$ cat config.mk
export PLATFORM = sky130hd
export DESIGN_NAME = hex_share_arbiter
export DESIGN_NICKNAME = d
export VERILOG_FILES = /design/src/rtl/hex_share_arbiter.sv
export SDC_FILE = /design/constraint.sdc
export NUM_CORES = 1
export LEC_CHECK = 0
export BUFFER_PORTS_ARGS = -buffer_cell sky130_fd_sc_hd__clkbuf_2
export CAP_MARGIN = 20
export CELL_PAD_IN_SITES_DETAIL_PLACEMENT = 2
export CELL_PAD_IN_SITES_GLOBAL_PLACEMENT = 2
export CORE_MARGIN = 5
export CORE_UTILIZATION = 39
export DETAILED_ROUTE_END_ITERATION = 10
export GPL_TIMING_DRIVEN = 1
export PLACE_DENSITY_LB_ADDON = 0.1
export SYNTH_ARGS = -nofsm -noshare
export SYNTH_HDL_FRONTEND = slang
export SYNTH_SLANG_ARGS = --single-unit
$ cat constraint.sdc
create_clock -name CLOCK_50 -period 6.32 [get_ports CLOCK_50]
set_input_delay 0 -clock CLOCK_50 [delete_from_list [all_inputs] [get_ports CLOCK_50]]
set_output_delay 0 -clock CLOCK_50 [all_outputs]
set_load 0.02 [all_outputs]
$ cat src/rtl/hex_share_arbiter.sv
// Three requesters share one 7-segment display: round-robin grant, fixed hold period,
// blank gap, and a one-cycle ack to the requester whose period ended.
module hex_share_arbiter #(
  parameter int unsigned HOLD_CYCLES = 50000000,
  parameter int unsigned GAP_CYCLES  = 5000000
) (
  input  logic       CLOCK_50,
  input  logic       resetn,
  input  logic [2:0] req,
  input  logic [3:0] code0,
  input  logic [3:0] code1,
  input  logic [3:0] code2,
  output logic [6:0] hex_out,
  output logic [2:0] gnt,
  output logic [2:0] ack,
  output logic       busy
);

  localparam int unsigned MaxCycles = (HOLD_CYCLES > GAP_CYCLES) ? HOLD_CYCLES : GAP_CYCLES;
  localparam int unsigned CntW      = (MaxCycles > 1) ? $clog2(MaxCycles) : 1;
  localparam logic [CntW-1:0] HoldLoad = CntW'(HOLD_CYCLES - 1);
  localparam logic [CntW-1:0] GapLoad  = CntW'(GAP_CYCLES - 1);
  localparam logic [6:0]      Blank    = 7'b1111111;

  typedef enum logic [1:0] {StIdle, StShow, StGap} state_e;

  state_e          state_q;
  logic [CntW-1:0] cnt_q;
  logic [1:0]      last_q;
  logic [3:0]      digit_q;

  // Active-low segments, bit6=g .. bit0=a.
  function automatic logic [6:0] seg7(input logic [3:0] d);
    logic [6:0] s;
    unique case (d)
      4'h0: s = 7'b1000000;
      4'h1: s = 7'b1111001;
      4'h2: s = 7'b0100100;
      4'h3: s = 7'b0110000;
      4'h4: s = 7'b0011001;
      4'h5: s = 7'b0010010;
      4'h6: s = 7'b0000010;
      4'h7: s = 7'b1111000;
      4'h8: s = 7'b0000000;
      4'h9: s = 7'b0010000;
      4'hA: s = 7'b0001000;
      4'hB: s = 7'b0000011;
      4'hC: s = 7'b1000110;
      4'hD: s = 7'b0100001;
      4'hE: s = 7'b0000110;
      4'hF: s = 7'b0001110;
    endcase
    return s;
  endfunction

  // Priority order rotates so the search begins just after the previous winner.
  logic [1:0] pri0, pri1, pri2;
  logic [1:0] win_idx;
  logic       win_valid;
  logic [3:0] win_code;

  always_comb begin
    pri0 = 2'd0;
    pri1 = 2'd1;
    pri2 = 2'd2;
    unique case (last_q)
      2'd0: begin
        pri0 = 2'd1;
        pri1 = 2'd2;
        pri2 = 2'd0;
      end
      2'd1: begin
        pri0 = 2'd2;
        pri1 = 2'd0;
        pri2 = 2'd1;
      end
      default: begin
        pri0 = 2'd0;
        pri1 = 2'd1;
        pri2 = 2'd2;
      end
    endcase
    win_valid = |req;
    if (req[pri0]) begin
      win_idx = pri0;
    end else if (req[pri1]) begin
      win_idx = pri1;
    end else begin
      win_idx = pri2;
    end
  end

  always_comb begin
    unique case (win_idx)
      2'd0:    win_code = code0;
      2'd1:    win_code = code1;
      default: win_code = code2;
    endcase
  end

  always_ff @(posedge CLOCK_50) begin
    if (!resetn) begin
      state_q <= StIdle;
      cnt_q   <= '0;
      last_q  <= 2'd2;
      digit_q <= '0;
      hex_out <= Blank;
      gnt     <= '0;
      ack     <= '0;
      busy    <= 1'b0;
    end else begin
      ack <= '0;
      unique case (state_q)
        StIdle: begin
          if (win_valid) begin
            state_q <= StShow;
            digit_q <= win_code;
            hex_out <= seg7(win_code);
            gnt     <= 3'b001 << win_idx;
            cnt_q   <= HoldLoad;
            last_q  <= win_idx;
            busy    <= 1'b1;
          end
        end
        StShow: begin
          if (cnt_q == '0) begin
            ack     <= gnt;
            gnt     <= '0;
            hex_out <= Blank;
            cnt_q   <= GapLoad;
            state_q <= StGap;
          end else begin
            hex_out <= seg7(digit_q);
            cnt_q   <= cnt_q - CntW'(1);
          end
        end
        StGap: begin
          if (cnt_q == '0) begin
            state_q <= StIdle;
            busy    <= 1'b0;
          end else begin
            cnt_q <= cnt_q - CntW'(1);
          end
        end
        default: begin
          state_q <= StIdle;
          gnt     <= '0;
          hex_out <= Blank;
          busy    <= 1'b0;
        end
      endcase
    end
  end

endmodule

=== Word level (Yosys, flattened, before mapping) ===
Memory sizes are Yosys's and may differ from the RTL's. A register that Yosys moved wholly into a read port is not among the register bits.
Index checks and enable logic that the tools add are counted.

* Add/sub/neg operators: 1
* Reductions and logical operators: 13
* Equal/unequal tests: 8
* Bitwise operators: 2
* Shifts and indexed selects: 1
* $lt $le $gt $ge: 2
* Muxes and demuxes: 29

{| class="wikitable"
|+ Operators by type and width
! cell !! number
|-
| two-way mux 26 bit || 3
|-
| case mux 26 bit (3 select lines) || 1
|-
| logical NOT 26 bit || 1
|-
| subtractor 26 x 1 -> 26 bit (second input constant) || 1
|-
| case mux 7 bit (3 select lines) || 1
|-
| AND reduction 3 bit || 5
|-
| two-way mux 7 bit || 2
|-
| case mux 2 bit (2 select lines) || 3
|-
| two-way mux 2 bit || 5
|-
| case mux 3 bit (3 select lines) || 1
|-
| two-way mux 4 bit || 2
|-
| inequality test 2 bit (second input constant) || 4
|-
| case mux 4 bit (2 select lines) || 1
|-
| equality test 2 x 1 -> 1 bit (second input constant) || 3
|-
| logical NOT 2 bit || 3
|-
| less-than comparator 2 x 3 -> 1 bit (second input constant) || 2
|-
| two-way mux 3 bit || 2
|-
| case mux 2 bit (3 select lines) || 1
|-
| binary-select mux 1 bit (select 2 bit) || 2
|-
| two-way mux 1 bit || 4
|-
| AND reduction 2 bit || 2
|-
| case mux 1 bit (3 select lines) || 1
|-
| nonzero test 3 bit || 1
|-
| OR reduction 3 bit || 1
|-
| 3 further kinds || 4
|}

* Output and inout port bits: 14
* Logic and storage cells: 66
* Bits in registers: 48
* Memory bits (read-only): 224
* Memories: 2
* Input port bits: 17

{| class="wikitable"
|+ Memories
! name !! depth !! bits a word !! read ports !! clocked after Yosys merged registers in !! wr ports !! RTL line !! source
|-
| (no name shown) || 16 || 7 || 1 || 0 || 0 || 35 || <nowiki>unique case (d)</nowiki>
|-
| (no name shown) || 16 || 7 || 1 || 1 || 0 || 35 ||
|}

=== Longest topological paths before layout ===
Gate-level depths: netlist (run 1).
An unclocked memory read counts as a cell.

* Depth in word-level cells: 11
* Gate-level depth with buffers: 12
* Gate-level depth less buffers: 11

=== Worst setup path before layout (run 1) ===
Ideal clock, no wire load.

* Kind: reg-to-reg
* Start point: register last_q[1]
* End point: register hex_out[3]
* Library setup time: 124 ps
* Path slack: 3768 ps
* Period minus slack after synthesis: 2552 ps
* Arrival: 2428 ps
* Data required time: 6196 ps
* Path buffers: 1
* Stages on the path, launching flop included: 11
* Path through: dfxtp_1 buf_2 nor2b_1 a22oi_1 nor2_1 nor3_1 inv_1 ha_1 mux4_2 nand2_1 a31oi_1

* Word-level cells in the longest chain between the ends: 11
* Elaborated cells on any way between the ends: 17
* Classes of those cells: 2 x eq/ne; 12 x mux; 2 x reduce/logical; 1 x memory

{| class="wikitable"
|+ Ends and longest elaborated chain
! element !! RTL line !! source
|-
| from (decl) || 29 || <nowiki>logic [1:0] last_q;</nowiki>
|-
| from (signal assigned) || 121 || <nowiki>last_q <= win_idx;</nowiki>
|-
| equality test 2 x 1 -> 1 bit or logical NOT 2 bit (tied branches) || 66 || <nowiki>unique case (last_q)</nowiki>
|-
| case mux 2 bit (2 select lines) || 66 ||
|-
| binary-select mux 1 bit (select 2 bit) || 86 || <nowiki>end else if (req[pri1]) begin</nowiki>
|-
| two-way mux 1 bit (not written as such) || 86 ||
|-
| two-way mux 2 bit || 86 ||
|-
| two-way mux 2 bit * || 84 || <nowiki>if (req[pri0]) begin</nowiki>
|-
| equality test 2 x 1 -> 1 bit or logical NOT 2 bit (tied branches) || 94 || <nowiki>unique case (win_idx)</nowiki>
|-
| case mux 4 bit (2 select lines) * || 94 ||
|-
| via win_code[0] || 60 || <nowiki>logic [3:0] win_code;</nowiki>
|-
| memory (16 x 7 bit) * || -- ||
|-
| two-way mux 7 bit * || 115 || <nowiki>if (win_valid) begin</nowiki>
|-
| case mux 7 bit (3 select lines) * || 113 || <nowiki>unique case (state_q)</nowiki>
|-
| to (signal assigned) || 107 || <nowiki>hex_out <= Blank;</nowiki>
|-
| to (signal assigned) || 118 || <nowiki>hex_out <= seg7(win_code);</nowiki>
|-
| to (signal assigned) || 129 || <nowiki>hex_out <= Blank;</nowiki>
|-
| to (decl) || 13 || <nowiki>output logic [6:0] hex_out,</nowiki>
|}

Mark *: on every way through the listed nets, which the timed path passes. The rest lies on a longest branch. The select of a mux whose other input is x is not followed.
A chain may end at the register's enable or synchronous reset.

=== Worst setup path after layout (run 1) ===
Ends and elaborated chain as after synthesis.

==> out/qor.csv, run 1 <==
metric,value,unit
fillers,1099,
slew_headroom,31.2,%
clockBufferDepth,2,
grt_pass1_wl,19.8,mm
finalCritPeriodShare,51.8,%
globalplace.congestion,0.869,
endpoint,hex_out[3]$_SDFFE_PN1P_,
maxCapViolations,0,
drc,0,
swShare,40.3,%
grt_pass1_vias,3852,
grt_util_all_layers,21.2,%
worst_setup_path_end_kind,register,
io_pins,31,
nNetsFinal,489,
area_growth,6.86,%
syn_avg_cell_area,8.38,µm²
synth-main-ff-cell,dfxtp_1,
ant_nets,0,
p_per_area,265,nW/µm²
cellLeakagePower,0.00154,µW
postCtsSetupBuffers,0,
crit_start,last_q[1]$_SDFFE_PN1P_,
crit_type,reg -> reg,
p_switching,425,µW
antennaDiodeCount,0,
firstDrtPassIters,4,
syn_area,3720,µm²
overflow,0,
cts-resized-gates,0,
ys_seq_elements,55,
synth-edff-count,0,
wl_per_cell,20.4,µm
dp_cells,577,
clock-root-buffer,clkbuf_8,
p_seq_share,42.4,%
grt_max_degree,34,
p_int,629,µW
rsz0062_at_grt,false,
fp.dieW,108,µm
rows,35,
cts_tree,yes,
wl,11.9,mm
final_cell_mix,"dfxtp_1 (55), nor2_1 (41), clkbuf_2 (30)",
r2r_slack,3050,ps
slew_viol_final,0,
arrival,3470,ps
h-tree-depth,2,
min_path_type,in -> reg,
fin_skew,5.73,ps
drt_iter0_drc,106,
clock.fmax,306,MHz
clkPwrFrac,19.1,%
core_area,9280,µm²
final_common_cell,dfxtp_1,
p_comb_share,38.5,%
vias_per_cell,6.00,
syn_inst,444,
cts.hold.buffers_added,0,
dieArea,11600,µm²
cp-start-kind,register,
synth_cell_types,88,
vias,3510,
synth_nets,478,
r2r-end,hex_out[3]$_SDFFE_PN1P_,
yosys_warnings,0,
hold_viol,0,
ys_seq_area_share,29.6,%
cts_buffers,5,
cts_num_sinks,55,
place_hpwl,8.97,mm
peakVddDrop,0.120,mV
clkLatencyLatePin,310,ps
antenna_found_initial,0,
port-buffer-count,30,
fp.dieH,108,µm
worst_slew_pin_slew,1030,ps
required,6520,ps
outcome,finished clean,
async_flop_share,0,%
finalSetupViolations,0,
timing.rr.start,last_q[1]$_SDFFE_PN1P_,
layoutNonFillerInstCount,585,
final.setup.tns,0,ps
start_util,40.1,%
min_period,3270,ps
clkSlewWorstSetupHoldPaths,100,ps
reg2reg_depth,9,
post_route_cells_drive_above_1_share,16.9,%
crit_fanout,11,
[stage by stage]
step	total power, µW	setup WS (ps)	util [%]	instance area, µm²	hold slack (ps)
after detailed placement	864	3100	41.9	3890	411
after global placement	849	3170	41.9	3890	409
after floorplan	746	3770	-	3720	280
after global routing	1120	2850	42.8	3980	88.4
final	1050	3050	42.8	3980	83.9
after CTS	1070	3070	42.8	3980	77.4
[worst max-delay path, stage by stage (launching register included)]
cell,delay (ps)
dfxtp_1,550
nor2b_1,110
a22oi_1,360
nor2_1,150
nor3_1,790
inv_1,240
ha_1,280
mux4_2,460
nand2_1,120
a31oi_1,100
[cell type report]
class / instances / area (µm²) / area share, %
clock buffers: 6 / 72.6 / 1.83
flip-flops and latches: 55 / 1100 / 27.7
repair buffers: 31 / 158 / 3.97
multi-input cells: 339 / 2380 / 60.0
well taps: 129 / 161 / 4.06
clock inverters: 2 / 12.5 / 0.315
inverters: 23 / 86.3 / 2.17
[synth_stat cells, types with 5 or more instances]
cell type	count	area, µm²
a21oi_1	22	110
a31oi_1	6	37.5
a32o_1	7	70.1
and3_1	7	43.8
buf_2	8	40.0
clkbuf_1	13	48.8
dfxtp_1	55	1100
ha_1	17	213
inv_1	21	78.8
mux2i_1	10	100
nand2_1	23	86.3
nand2b_1	5	31.3
nand3_1	10	50.1
nor2_1	41	154
nor2b_1	5	31.3
nor3_1	20	100
nor3b_1	5	37.5
o21ai_0	19	95.1
o21ai_1	18	90.1
o22ai_1	8	50.1
o41ai_1	7	61.3
or3_1	9	56.3
[power groups by stage]
stage	clock [µW]	sequential, µW	combinational (µW)
finish	201	447	405
floorplan	0	454	292
CTS	210	448	410
global route	220	455	449
detailed placement	0	455	408
global placement	0	452	396
[routing by layer]
metal	share of wire, %	global-route usage (%)	vias to the layer above
met3	2.0	2.70	22
li1	-	-	1682
met4	2.8	6.76	0
met5	0	0	-
met1	43	24.8	1755
met2	52	39.5	51
[cell families (layout without fill, tap and decap cells)]
group                      after synthesis  in the layout  synth area share, %
and+or+nand+nor                        163            163                 25.1
AOI/OAI and AO/OA                      146            146                 29.3
DFF                                     55             55                 29.6
buffers and inverters                   50             62                 6.32
adders and majority gates               17             17                 5.72
muxes                                   13             13                 3.90
[how the worst min path moves through the flow]
stage / startpoint / endpoint / slack [ps] / depth (start not counted)
finish: code2[1] / digit_q[1]$_SDFFE_PN0P_ / 80 / 3
global route: code2[1] / digit_q[1]$_SDFFE_PN0P_ / 90 / 3
CTS: code2[1] / digit_q[1]$_SDFFE_PN0P_ / 80 / 3
detailed placement: code2[1] / digit_q[1]$_SDFFE_PN0P_ / 410 / 3
global placement: code2[1] / digit_q[1]$_SDFFE_PN0P_ / 410 / 3
floorplan: req[2] / last_q[1]$_SDFFE_PN1P_ / 280 / 2
No activity file was read; power rests on OpenSTA's default activity.
==> inputs of run 2 (changes only) <==
--- a/config.mk
+++ b/config.mk
@@ -10,7 +10,7 @@
 export CELL_PAD_IN_SITES_DETAIL_PLACEMENT = 2
 export CELL_PAD_IN_SITES_GLOBAL_PLACEMENT = 2
 export CORE_MARGIN = 5
-export CORE_UTILIZATION = 39
+export CORE_UTILIZATION = 33
 export DETAILED_ROUTE_END_ITERATION = 10
 export GPL_TIMING_DRIVEN = 1
 export PLACE_DENSITY_LB_ADDON = 0.1
==> constraint.sdc (replaced) <==
create_clock -name CLOCK_50 -period 2.9 [get_ports CLOCK_50]
set_input_delay 0 -clock CLOCK_50 [delete_from_list [all_inputs] [get_ports CLOCK_50]]
set_output_delay 0 -clock CLOCK_50 [all_outputs]
set_load 0.02 [all_outputs]
==> out/qor.csv, run 2 (synthesized netlist as in run 1, its figures left out) <==
metric,value,unit
maxCapViolations,0,
dieArea,13500,µm²
place_hpwl,9.91,mm
min_path_type,in -> reg,
cts_buffers,5,
clock.fmax,366,MHz
firstDrtPassIters,4,
arrival,2930,ps
rows,38,
cts.hold.buffers_added,0,
post_route_cells_drive_above_1_share,22.2,%
finalCritPeriodShare,94.1,%
clkSlewWorstSetupHoldPaths,80,ps
hold_viol,0,
clkLatencyLatePin,310,ps
worst_setup_path_end_kind,register,
vias,3585,
timing.rr.start,last_q[1]$_SDFFE_PN1P_,
grt_pass1_wl,21.7,mm
final_common_cell,dfxtp_1,
peakVddDrop,0.295,mV
io_pins,31,
crit_start,last_q[1]$_SDFFE_PN1P_,
ant_nets,0,
dp_slack,14.3,ps
drc,0,
port-buffer-count,30,
power.total,2570,µW
core_area,10900,µm²
nNetsFinal,515,
p_per_area,603,nW/µm²
grt_max_degree,33,
grt_pass1_vias,4114,
cellLeakagePower,0.00169,µW
antenna_found_initial,0,
min_period,2730,ps
h-tree-depth,2,
area_growth,14.5,%
fillers,1278,
required,3100,ps
drt_iter0_drc,126,
fp.dieW,116,µm
fp.dieH,116,µm
layout.core_utilization,38.9,%
finalSetupViolations,0,
clockBufferDepth,2,
vias_per_cell,5.76,
grt_util_all_layers,20.6,%
clock-root-buffer,clkbuf_16,
worst_slew_pin_slew,748,ps
outcome,finished clean,
start_util,34.0,%
cp-start-kind,register,
slew_headroom,49.8,%
slew_viol_final,0,
final_cell_mix,"dfxtp_1 (55), nor2_1 (41), clkbuf_2 (30)",
overflow,0,
fin_skew,5.59,ps
cts_num_sinks,55,
wl_per_cell,21.0,µm
wl,13.1,mm
globalplace.congestion,0.857,
crit_type,reg -> reg,
crit_fanout,11,
r2r_slack,170,ps
fin_ws,171,ps
cts_tree,yes,
antennaDiodeCount,0,
min_from,resetn,
==> run 2: power by group <==
group	leakage (µW)	switching, µW	total, µW	internal, µW
Combinational	0.00117	574	953	379
Sequential	0.000456	106	977	871
Clock	0.0000669	315	636	321
==> run 2: metal layers <==
| layer | part of all wire [%] | routed length (µm) | vias up | GRT usage (%) |
|---|---|---|---|---|
| met5 | 0 | 0 | - | 0 |
| met4 | 2.3 | 299 | 0 | 7.19 |
| met3 | 2.1 | 270 | 18 | 3.83 |
| met2 | 53 | 7000 | 40 | 39.5 |
| met1 | 42 | 5520 | 1788 | 22.5 |
| li1 | - | - | 1739 | - |
==> run 2: path summary, 6_finish.rpt <==
path	end	depth (start not counted)
worst max-delay path	register	11
worst min-delay path	digit_q[1]$_SDFFE_PN0P_	4
worst min register to register	cnt_q[24]$_SDFFE_PN0P_	2
worst max register to register	register	11
==> run 2: timing repair <==
action | CTS | global route
endpoints found under the setup margin | 0 | 7
gates resized for setup | 0 | 6
buffers inserted | 0 | 0
==> run 2: cell type report <==
type | count | area (µm²) | share of cell area [%]
well taps | 140 | 175 | 4.11
repair buffers | 57 | 353 | 8.28
flip-flops and latches | 55 | 1100 | 25.9
multi-input cells | 339 | 2400 | 56.4
inverters | 23 | 86.3 | 2.03
clock buffers | 6 | 129 | 3.03
clock inverters | 2 | 12.5 | 0.294
==> run 2: critical path, stage by stage (launching register included) <==
cell and delay (ps):
dfxtp_1 410, or4b_4 590, and3_1 250, nor2_1 230, o41ai_1 140, buf_4 180, nand2_1 140, inv_1 80
ha_1 230, nor2_1 130, mux2_2 180, o21ai_1 50
==> run 2: metrics by stage <==
stage	instance area (µm²)	hold slack (ps)	setup TNS, ps	std cells
global route	4260	97.3	-2.29	622
floorplan	3720	280	0	444
CTS	4240	76.8	0	622
detailed placement	4100	404	0	614
finish	4260	85.1	0	622
global placement	4100	379	0	614
==> inputs of run 3 (changes only) <==
--- a/config.mk
+++ b/config.mk
@@ -9,6 +9,7 @@
 export CAP_MARGIN = 20
 export CELL_PAD_IN_SITES_DETAIL_PLACEMENT = 2
 export CELL_PAD_IN_SITES_GLOBAL_PLACEMENT = 2
+export CORE_ASPECT_RATIO = 0.75
 export CORE_MARGIN = 5
 export CORE_UTILIZATION = 33
 export DETAILED_ROUTE_END_ITERATION = 10
==> out/qor.csv, run 3 (synthesized netlist as in run 1, its figures left out) <==
metric,value,unit
slew_headroom,43.6,%
cts_buffers,5,
vias,3656,
firstDrtPassIters,4,
crit_type,reg -> reg,
timing.critical_path.slowest_stage_cell,or4b_4,
finalCritPeriodShare,94.0,%
fin_ws,173,ps
place_hpwl,10.1,mm
grt_pass1_wl,21.4,mm
wl,13.2,mm
worst_setup_path_end_kind,register,
ant_nets,0,
antenna_found_initial,0,
clkLatencyLatePin,300,ps
min_period,2730,ps
fin_skew,5.25,ps
antennaDiodeCount,0,
io_pins,31,
clkSlewWorstSetupHoldPaths,70,ps
path_buf_inv,1,
port-buffer-count,30,
hold_slack,61.0,ps
start_util,33.9,%
slowest_delay,570,ps
maxCapViolations,0,
worst_slew_pin_slew,840,ps
wl_per_cell,21.2,µm
h-tree-depth,2,
clockBufferDepth,2,
slew_viol_final,0,
rows,33,
overflow,0,
peakVddDrop,0.215,mV
layoutNonFillerInstCount,622,
min_path_type,in -> reg,
crit_fanout,11,
vias_per_cell,5.88,
dieArea,13500,µm²
grt_pass1_vias,3820,
grt_util_all_layers,20.2,%
cp-start-kind,register,
final.setup.tns,0,ps
cts.hold.buffers_added,0,
globalplace.congestion,0.851,
dp_cells,614,
cts_tree,yes,
grt_max_degree,33,
layout.core_utilization,39.0,%
fp.dieW,133,µm
area_growth,15.1,%
crit_family,simple AND/OR/NAND/NOR gates,
cts_num_sinks,55,
nNetsFinal,515,
fp.dieH,102,µm
final_common_cell,dfxtp_1,
core_area,11000,µm²
hold_viol,0,
outcome,finished clean,
r2r_slack,170,ps
cellLeakagePower,0.00171,µW
rsz0062_at_grt,false,
post_route_cells_drive_above_1_share,22.6,%
final_cell_mix,"dfxtp_1 (54), nor2_1 (40), clkbuf_2 (30)",
arrival,2910,ps
crit_chain,"or4b_4, and3_1, nor2b_1, or3_4, inv_1, ha_1, mux4_2, nand2_1, a31oi_1",
required,3090,ps
dp_slack,38.9,ps
p_per_area,613,nW/µm²
clock-root-buffer,clkbuf_16,
finalSetupViolations,0,
clock.fmax,367,MHz
drt_iter0_drc,183,
drc,0,
[run 3: timing repair]
action	in CTS	in global routing
pin swaps	0	0
gates resized for setup	1	5
setup buffers	0	0
setup endpoints to repair	1	14
[run 3: final timing paths]
| check | to | from | depth (start not counted) |
|---|---|---|---|
| hold reg to reg | cnt_q[24]$_SDFFE_PN0P_ | cnt_q[24]$_SDFFE_PN0P_ | 2 |
| hold / removal | digit_q[1]$_SDFFE_PN0P_ | resetn | 4 |
| setup / recovery | hex_out[3]$_SDFFE_PN1P_ | last_q[1]$_SDFFE_PN1P_ | 9 |
| setup reg to reg | hex_out[3]$_SDFFE_PN1P_ | last_q[1]$_SDFFE_PN1P_ | 9 |
[run 3: stage by stage]
step | power, µW | area, µm²
3_5_place_dp | 1960 | 4100
4_1_cts | 2640 | 4260
2_1_floorplan | 1630 | 3720
3_3_place_gp | 1930 | 4100
6_report | 2630 | 4280
5_1_grt | 2780 | 4280
[run 3: final cells by class]
cell class,count,area [µm²]
clock buffers,8,156
fillers,1237,6700
inverters,23,86.3
multi-input cells,339,2410
flip-flops and latches,55,1100
well taps,140,175
repair buffers,57,353
[run 3: metal layers]
layer,share of wire [%],GRT usage [%]
met4,1.1,4.15
met5,0,0
met1,53,30.0
met3,4.0,3.20
met2,42,30.9
[run 3: power by group]
part,total (µW),leakage [µW],internal [µW],switching [µW]
Sequential,984,0.000456,871,112
Combinational,975,0.00117,385,590
Clock,667,0.0000772,370,297
Total,2630,0.00171,1630,999
[run 3: worst register-to-register path, stage by stage, from the launching register on]
cell	delay, ps
dfxtp_2	380
or4b_4	570
and3_1	270
nor2b_1	220
or3_4	200
inv_1	110
ha_1	250
mux4_2	470
nand2_1	80
a31oi_1	70
